--- config.mk ---
export PLATFORM = sky130hd
export DESIGN_NAME = spi_slave_if
export DESIGN_NICKNAME = d
export VERILOG_FILES = /design/src/rtl/spi_pkg.sv /design/src/rtl/spi_tx_shifter.sv /design/src/rtl/spi_slave_if.sv
export SDC_FILE = /design/constraint.sdc
export NUM_CORES = 1
export LEC_CHECK = 0
export BUFFER_PORTS_ARGS = -buffer_cell sky130_fd_sc_hd__buf_2
export CAP_MARGIN = 0
export CORE_AREA = 2 2 65 67
export DETAILED_ROUTE_END_ITERATION = 6
export DIE_AREA = 0 0 67 69
export HOLD_SLACK_MARGIN = 0.06
export PLACE_DENSITY = 0.72
export SYNTH_ARGS = -nofsm -noshare
export SYNTH_HDL_FRONTEND = slang
export SYNTH_SLANG_ARGS = --single-unit
--- constraint.sdc ---
create_clock -name clk -period 5.2 [get_ports clk]
set_input_delay 0.52 -clock clk [delete_from_list [all_inputs] [get_ports clk]]
set_output_delay 0.52 -clock clk [all_outputs]
set_load 0.1 [all_outputs]
--- src/rtl/spi_pkg.sv ---
// spi_pkg - shared types and constants for the SPI RAM slave front end.
// Rev 1.0
`default_nettype none

package spi_pkg;

   localparam int FRAME_W_DEF = 10;
   localparam int DATA_W_DEF  = 8;

   localparam logic [1:0] CMD_WR_ADDR = 2'b00;
   localparam logic [1:0] CMD_WR_DATA = 2'b01;
   localparam logic [1:0] CMD_RD_ADDR = 2'b10;
   localparam logic [1:0] CMD_RD_DATA = 2'b11;

   localparam logic [2:0] ST_IDLE      = 3'd0;
   localparam logic [2:0] ST_CHK_CMD   = 3'd1;
   localparam logic [2:0] ST_WRITE     = 3'd2;
   localparam logic [2:0] ST_READ_ADD  = 3'd3;
   localparam logic [2:0] ST_READ_DATA = 3'd4;

   typedef enum logic [2:0] {
      IDLE      = ST_IDLE,
      CHK_CMD   = ST_CHK_CMD,
      WRITE     = ST_WRITE,
      READ_ADD  = ST_READ_ADD,
      READ_DATA = ST_READ_DATA
   } spi_state_t;

endpackage

`default_nettype wire

--- src/rtl/spi_tx_shifter.sv ---
// spi_tx_shifter - loads a read response and shifts it out MSB first on miso.
// Rev 1.0
`default_nettype none

module spi_tx_shifter
   import spi_pkg::*;
#(
   parameter int DATA_W = DATA_W_DEF
) (
   input  logic              clk,
   input  logic              rst,
   input  logic              clear,
   input  logic              load,
   input  logic [DATA_W-1:0] data,
   output logic              miso,
   output logic              busy,
   output logic              done
);

   localparam int CW = $clog2(DATA_W + 1);

   logic [DATA_W-1:0] sr;
   logic [CW-1:0]     left;

   // The MSB goes straight to miso on load, so only DATA_W-1 bits remain queued.
   always_ff @(posedge clk or posedge rst) begin
      if (rst) begin
         sr   <= '0;
         left <= '0;
         miso <= 1'b0;
         busy <= 1'b0;
         done <= 1'b0;
      end else if (clear) begin
         sr   <= '0;
         left <= '0;
         miso <= 1'b0;
         busy <= 1'b0;
         done <= 1'b0;
      end else if (load) begin
         miso <= data[DATA_W-1];
         sr   <= {data[DATA_W-2:0], 1'b0};
         left <= CW'(DATA_W - 1);
         busy <= 1'b1;
         done <= 1'b0;
      end else if (busy) begin
         if (left != '0) begin
            miso <= sr[DATA_W-1];
            sr   <= {sr[DATA_W-2:0], 1'b0};
            left <= left - CW'(1);
         end else begin
            miso <= 1'b0;
            busy <= 1'b0;
            done <= 1'b1;
         end
      end
   end

endmodule

`default_nettype wire

--- src/rtl/spi_slave_if.sv ---
// spi_slave_if - SPI RAM slave serial front end; define SPI_FRAME_ERR_EN to add frame_err.
// Rev 1.0
`default_nettype none

module spi_slave_if
   import spi_pkg::*;
#(
   parameter int FRAME_W = FRAME_W_DEF,
   parameter int DATA_W  = DATA_W_DEF
) (
   input  logic               clk,
   input  logic               rst,
   input  logic               ss_n,
   input  logic               mosi,
   input  logic [DATA_W-1:0]  tx_data,
   input  logic               tx_valid,
   output logic               miso,
   output logic [FRAME_W-1:0] rx_data,
   output logic               rx_valid
`ifdef SPI_FRAME_ERR_EN
   ,
   output logic               frame_err
`endif
);

   localparam int               CNT_W    = $clog2(FRAME_W + 1);
   localparam logic [CNT_W-1:0] CNT_FULL = CNT_W'(FRAME_W);
   localparam logic [CNT_W-1:0] CNT_LAST = CNT_W'(FRAME_W - 1);

   spi_state_t         state;
   logic [CNT_W-1:0]   cnt;
   logic [FRAME_W-2:0] shift;
   logic               rd_addr_flag;
   logic               tx_busy;
   logic               tx_done;
   logic               awaiting;
   logic               tx_load;
   logic               tx_clear;
   logic               in_rx;

   assign in_rx    = (state == WRITE) || (state == READ_ADD) || (state == READ_DATA);
   assign awaiting = (state == READ_DATA) && (cnt == CNT_FULL) && !tx_busy && !tx_done;
   // Abort wins over a response arriving in the same cycle.
   assign tx_load  = awaiting && tx_valid && !ss_n;
   assign tx_clear = (state != IDLE) && ss_n;

   always_ff @(posedge clk or posedge rst) begin
      if (rst) begin
         state        <= IDLE;
         cnt          <= '0;
         shift        <= '0;
         rd_addr_flag <= 1'b0;
         rx_data      <= '0;
         rx_valid     <= 1'b0;
      end else begin
         rx_valid <= 1'b0;
         case (state)
            IDLE: begin
               if (!ss_n) state <= CHK_CMD;
            end
            CHK_CMD: begin
               if (ss_n) begin
                  state <= IDLE;
                  cnt   <= '0;
                  shift <= '0;
               end else begin
                  shift <= {{(FRAME_W-2){1'b0}}, mosi};
                  cnt   <= CNT_W'(1);
                  if (mosi == CMD_WR_ADDR[1]) state <= WRITE;
                  else if (!rd_addr_flag)     state <= READ_ADD;
                  else                        state <= READ_DATA;
               end
            end
            WRITE, READ_ADD, READ_DATA: begin
               if (ss_n) begin
                  state <= IDLE;
                  cnt   <= '0;
                  shift <= '0;
               end else if (cnt != CNT_FULL) begin
                  shift <= {shift[FRAME_W-3:0], mosi};
                  cnt   <= cnt + CNT_W'(1);
                  if (cnt == CNT_LAST) begin
                     rx_data  <= {shift, mosi};
                     rx_valid <= 1'b1;
                     if (state == READ_ADD)       rd_addr_flag <= 1'b1;
                     else if (state == READ_DATA) rd_addr_flag <= 1'b0;
                  end
               end
            end
            default: begin
               state <= IDLE;
               cnt   <= '0;
               shift <= '0;
            end
         endcase
      end
   end

   spi_tx_shifter #(
      .DATA_W (DATA_W)
   ) u_tx (
      .clk   (clk),
      .rst   (rst),
      .clear (tx_clear),
      .load  (tx_load),
      .data  (tx_data),
      .miso  (miso),
      .busy  (tx_busy),
      .done  (tx_done)
   );

`ifdef SPI_FRAME_ERR_EN
   always_ff @(posedge clk or posedge rst) begin
      if (rst) begin
         frame_err <= 1'b0;
      end else if (state == IDLE && !ss_n) begin
         frame_err <= 1'b0;
      end else if (ss_n && in_rx &&
                   ((cnt != CNT_FULL) || (state == READ_DATA && !tx_done))) begin
         frame_err <= 1'b1;
      end
   end
`else
   // Without the error flag the receive-state decode has no consumer.
   logic unused_in_rx;
   assign unused_in_rx = in_rx;
`endif

endmodule

`default_nettype wire
## Yosys cells after proc, flatten, opt, wreduce, memory -nomap -nowiden

Cells that the tools add are included.

| storage, ports and cells | value |
|---|---|
| flip-flop bits (word level) | 43 |
| latch bits | 0 |
| bits in writable memories | 0 |
| bits in read-only memories | 0 |
| input bits | 13 |
| output and inout bits | 12 |
| logic and storage cells | 88 |
| memories kept | 0 |

| cells by class | value |
|---|---|
| $add $sub $neg | 2 |
| multipliers | 0 |
| div/mod/pow operators | 0 |
| order comparisons | 0 |
| equality and inequality tests | 11 |
| shift operators | 0 |
| mux-type cells | 40 |
| bitwise gates (word level) | 2 |
| reductions and logical operators | 22 |

Operators with widths:

| kind | count |
|---|---|
| 8-bit 2-to-1 mux | 4 |
| 9-bit case mux with 3 select lines | 1 |
| 4-bit 2-to-1 mux | 6 |
| 1-bit 2-to-1 mux | 20 |
| 9-bit 2-to-1 mux | 2 |
| 3-bit 2-to-1 mux | 5 |
| 4-bit case mux with 3 select lines | 1 |
| 3-bit case mux with 3 select lines | 1 |
| 3-bit nonzero test | 3 |
| 4-bit == test (second input constant) | 2 |
| 2-bit AND reduction | 4 |
| 3-bit by 2-bit == test with 1-bit output (second input constant) | 2 |
| 1-bit logical AND | 6 |
| 3-bit inequality test (second input constant) | 2 |
| 5-bit AND reduction | 1 |
| 4-bit by 1-bit adder with 4-bit output (second input constant) | 1 |
| 2-bit inequality test (second input constant) | 2 |
| 4-bit inequality test (second input constant) | 1 |
| 4-bit AND reduction | 1 |
| 4-bit nonzero test | 1 |
| 4-bit by 1-bit subtractor with 4-bit output (second input constant) | 1 |
| 3-bit by 1-bit == test with 1-bit output (second input constant) | 1 |
| 3-bit == test (second input constant) | 1 |
| 1-bit logical NOT | 3 |
| other kinds (4) | 5 |

## Depth between registers and ports, before layout

| logic depth | value |
|---|---|
| depth in word-level cells | 8 |
| gate-level depth with buffers | 8 |
| mapped depth without buffers | 6 |

## Cells and area by module

Synthesis repeated with hierarchy kept, for this count alone.

| unflattened totals | value |
|---|---|
| cell total of the unflattened synthesis | 224 |
| area, all modules | 2,285.9 um^2 |

Modules (own cells, without submodules):

| module | times used | cells an instance | area an instance (um^2) | sequential area each (um^2) |
|---|---|---|---|---|
| spi_slave_if | 1 | 145 | 1,557.7 | 700.7 |
| spi_tx_shifter | 1 | 79 | 728.2 | 350.3 |

## Worst setup path before layout

OpenSTA, ideal clock, no wires.

| path | value |
|---|---|
| path type | register to register |
| start point | register u_tx.left[0] |
| end point | register u_tx.left[1] |
| setup time | 0.077 ns |
| arrival | 1.626 ns |
| path slack | 3.497 ns |
| stages on the path, launching flop included | 7 |
| path through | dfrtp_1 inv_1 ha_1 or3b_4 nand2_4 mux2_2 a21oi_1 |

| between the ends | value |
|---|---|
| cells in the longest elaborated chain, start to end | 5 |
| elaborated cells on any way between the ends | 8 |
| classes of those cells | add/sub: 1; mux: 4; reduce/logical: 3 |

Ends and longest elaborated chain:

| item | RTL line | source |
|---|---|---|
| start, declared | spi_tx_shifter.sv:23 | `logic [CW-1:0] left;` |
| start signal, assigned | spi_tx_shifter.sv:42 | `left <= CW'(DATA_W - 1);` |
| start signal, assigned | spi_tx_shifter.sv:49 | `left <= left - CW'(1);` |
| 4-bit by 1-bit subtractor with 4-bit output | spi_tx_shifter.sv:49 |  |
| 4-bit 2-to-1 mux | spi_tx_shifter.sv:46 | `if (left != '0) begin` |
| 4-bit 2-to-1 mux | spi_tx_shifter.sv:45 | `end else if (busy) begin` |
| 4-bit 2-to-1 mux | spi_tx_shifter.sv:39 | `end else if (load) begin` |
| 4-bit 2-to-1 mux | spi_tx_shifter.sv:33 | `end else if (clear) begin` |

Several ways; a longest one is shown, not always the timed one. The select of a mux whose other input is x is not followed.
A chain may end at the register's enable or synchronous reset.

## Final worst setup path

| path | value |
|---|---|
| start point | register state[1] |
| end point | register u_tx.sr[1] |

| between the ends | value |
|---|---|
| cells in the longest elaborated chain, start to end | 8 |
| elaborated cells on any way between the ends | 13 |
| classes of those cells | eq/ne: 1; mux: 2; reduce/logical: 10 |

Ends and longest elaborated chain:

| item | RTL line | source |
|---|---|---|
| start, declared | spi_slave_if.sv:30 | `spi_state_t state;` |
| start signal, assigned | spi_slave_if.sv:49 | `state <= IDLE;` |
| start signal, assigned | spi_slave_if.sv:59 | `if (!ss_n) state <= CHK_CMD;` |
| start signal, assigned | spi_slave_if.sv:63 | `state <= IDLE;` |
| 3-bit == test | spi_slave_if.sv:42 | `assign awaiting = (state == READ_DATA) && (cnt == CNT_FULL) && !tx_busy && !tx_done;` |
| 1-bit logical AND (3 in a row) | spi_slave_if.sv:42 |  |
| 1-bit logical AND (2 in a row) | spi_slave_if.sv:44 | `assign tx_load = awaiting && tx_valid && !ss_n;` |
| 3-bit nonzero test (no source line) or 8-bit 2-to-1 mux (tied branches) | n/a |  |
| 2-bit AND reduction (no source line) or 8-bit 2-to-1 mux (tied branches) | n/a |  |
| end signal, assigned | spi_tx_shifter.sv:41 | `sr <= {data[DATA_W-2:0], 1'b0};` |
| end signal, assigned | spi_tx_shifter.sv:48 | `sr <= {sr[DATA_W-2:0], 1'b0};` |
| end, declared | spi_tx_shifter.sv:22 | `logic [DATA_W-1:0] sr;` |

Several ways; a longest one is shown, not always the timed one.

==> flow_summary.ini <==
[outcome]
outcome = completed

[logic_synthesis]
synthCells = 173
synth_compound_area_share_pct = 17.81
synth_mux_area_share_pct = 10.40
synth_top_family_by_area = compound AO/OA/AOI/OAI gates
synth_warnings = 0
netlist_top_cells_area = dfrtp_1, mux2_4, a211oi_2
syn_area_per_cell_um2 = 12.10
synthDistinctLibCells = 44
synth.cell_area_um2 = 2093
synth-edff-count = 0
ys_ff_latch = 42
synth.top_cell.area_share_pct = 50.21
synth_adder_area_share_pct = 2.391
synth-simple-area-share_pct = 13.15
syn-num-nets = 190
ys_seq_area_share_pct = 50.21
ys.flop_type = dfrtp_1
yosys.area.top_type = dfrtp_1
synth_xor_area_share_pct = 0.4184
async_flop_share_pct = 100.0

[setup_path]
worstSetupEndpointType = flop
rrSetupSlack_ns = 3.21
path_class = flop to flop
crit_chain = nor3_1 -> nor2_1 -> nand4b_1 -> o21ai_1
worst_setup_path_start_kind = flop
r2r-end = u_tx.sr[1]$_DFFE_PP0P_
slowest_delay_ns = 0.88
cpMaxStageDelayCell = nor2_1
cp.required_ns = 5.37
critical_path.max_fanout = 14
r2r_cells = 4
worstPathArrival_ns = 2.16
r2r-start = state[1]$_DFFE_PP0P_
crit_path_start = state[1]$_DFFE_PP0P_
cp-endpoint = u_tx.sr[1]$_DFFE_PP0P_

[cts]
post_cts_resized = 0
cts_made_buffers = 5
cts_sinks = 42
root_buffer = clkbuf_8
postCtsHoldBufs = 0
cts_max_path_buffers = 2
h-tree-depth = 2
clock_latency_ns = 0.30
cts_tree = built
path_clk_slew_ns = 0.08
cts_setup_buffers = 0

[routing]
wl_per_cell_um = 15.63
viasPerCell = 5.625
dr.first_iter.drc_count = 55
dr.pass1.iters = 5
routed_wl_mm = 3.876
ant_nets = 0
num_vias = 1395
remaining_drc_errors = 0

[min_path]
hold_class = primary input to asynchronous set/reset pin

[finish]
syn2layout_area_growth_pct = 12.19
final_common_cell = dfrtp_1
nNetsFinal = 214
multi_input_area_um2 = 924.6
regArea_um2 = 1051
n_antenna_cell = 0
fill_cells = 342
drive_above_1_share_pct = 29.80
layout.cells.most_common_list = dfrtp_1, buf_2, nor2_1

[pwr]
power_frac_comb_pct = 7.1
p_leak_nw = 1.197
p_sw_w = 0.0001572
p_int_w = 0.0005419
clockPowerShare_pct = 43.8
power.share.sequential_pct = 49.1
switching_share_pct = 22.49
ir_drop_mv = 0.1505
power-per-cell-area_nw_per_um2 = 297.7

[die]
initial_core_util_pct = 53.48
dieArea_um2 = 4623
dieHeight_um = 69
dieWidth_um = 67
io_pins = 25
core_area_um2 = 3914
core.rowCount = 23

[place]
place.gp.congestion = 0.8624
dp_hpwl_mm = 2.690
io_buffers = 24

[timing]
fin_skew_ns = 0.01044
worst_slew_pin_slew_ns = 1.147
slew_viol_final = 0
setup_viol = 0
fmax_ghz = 0.5027
whs_ns = 0.3518
hold_viol = 0
fin_crit_sh_pct = 38.26
slew_headroom_pct = 23.23
finalSetupTns_ns = 0
rsz0062_at_grt = no
min_period_ns = 1.989

[global_route]
grt-ovfl-total = 0
grt_antenna_before_repair = 0
grtUsageTotal_pct = 19.12
grt_pass1_wl_mm = 6.699
grt_max_degree = 43
first_global_vias = 1386

[flow_run]
drv_cap = 0
[worst max-delay path: cells and delay by family (launching register included)]
kind,cells,cell delay [ns]
compound gates,1,0.08
flops,1,0.54
simple gates,3,1.25
[cells in the mapped netlist, types with 2 or more instances]
cell       n
dfrtp_1   42
inv_1     12
o21ai_0    4
mux2i_1    6
nor3b_1    2
buf_4      2
nor2_1    14
mux2_2     2
nor2b_1    3
a211oi_2   7
a221oi_1   2
nand3_1    2
nand2_1    6
nand2b_1   2
or3_1      2
buf_6      2
a21oi_1    9
mux2_4     9
buf_2      3
a31oi_1    3
nor3_1     4
ha_1       4
a22o_1    10
[sequential cells by signal, indices dropped and copies added, names as in the netlist]
name / count
shift: 9
rx_data: 10
u_tx.miso: 1
u_tx.busy: 1
u_tx.left: 4
state: 3
u_tx.done: 1
u_tx.sr: 7
rx_valid: 1
cnt: 4
rd_addr_flag: 1
[through the flow]
stage	worst slack, ns	cell area (um^2)	instances	util (%)	power [W]
after floorplan	3.497	2093	173	-	0.0003841
after global placement	3.193	2211	240	56.49	0.0003971
after detailed placement	3.081	2211	240	56.49	0.0003996
after CTS	3.198	2349	248	60.01	0.0007043
after global routing	2.999	2349	248	60.01	0.0007276
final	3.211	2349	248	60.01	0.0006991
[routing by layer]
| layer | wire [um] | global-route usage (%) | vias up |
|---|---|---|---|
| met5 | 0 | 0 | - |
| met4 | 56 | 6.349 | 0 |
| met3 | 140 | 4.731 | 7 |
| met2 | 1957 | 29.81 | 24 |
| met1 | 1721 | 25.89 | 692 |
| li1 | - | - | 672 |
[logic make-up (layout without fill, tap and decap cells)]
kind of cell,Yosys count,after routing
XOR/XNOR,1,1
multiplexers,17,17
AO/OA/AOI/OAI,45,45
flip-flops,42,42
AND/OR/NAND/NOR,44,44
adder cells (fa/ha/maj),4,4
buffers and inverters,20,45
[worst min-delay path by stage]
stage	from	endpoint	slack (ns)	depth (start not counted)
2_1_floorplan	u_tx.done$_DFFE_PP0P_	u_tx.done$_DFFE_PP0P_	0.46	2
3_3_place_gp	rx_data[1]$_DFFE_PP0P_	rx_data[1]$_DFFE_PP0P_	0.49	1
3_5_place_dp	rx_data[1]$_DFFE_PP0P_	rx_data[1]$_DFFE_PP0P_	0.49	1
4_1_cts	rst	rx_data[7]$_DFFE_PP0P_	0.38	3
5_1_grt	rst	rx_data[7]$_DFFE_PP0P_	0.41	3
6_report	rst	rx_data[7]$_DFFE_PP0P_	0.35	3
[power groups by stage]
stage	sequential, W	combinational [W]	clock (W)
global placement	0.000349	0.0000482	0
global route	0.000344	0.0000575	0.000326
CTS	0.000343	0.0000505	0.000311
detailed placement	0.000349	0.0000502	0
floorplan	0.000345	0.0000388	0
finish	0.000343	0.0000499	0.000306
[layout make-up]
class	count	share of cell area, %
Multi-Input combinational cell	111	39.37
Timing Repair Buffer	25	5.434
Clock inverter	3	2.930
Clock buffer	5	2.930
Sequential cell	42	44.75
Inverter	12	1.918
Tap cell	50	2.664
(Power assumes the default switching activity.)
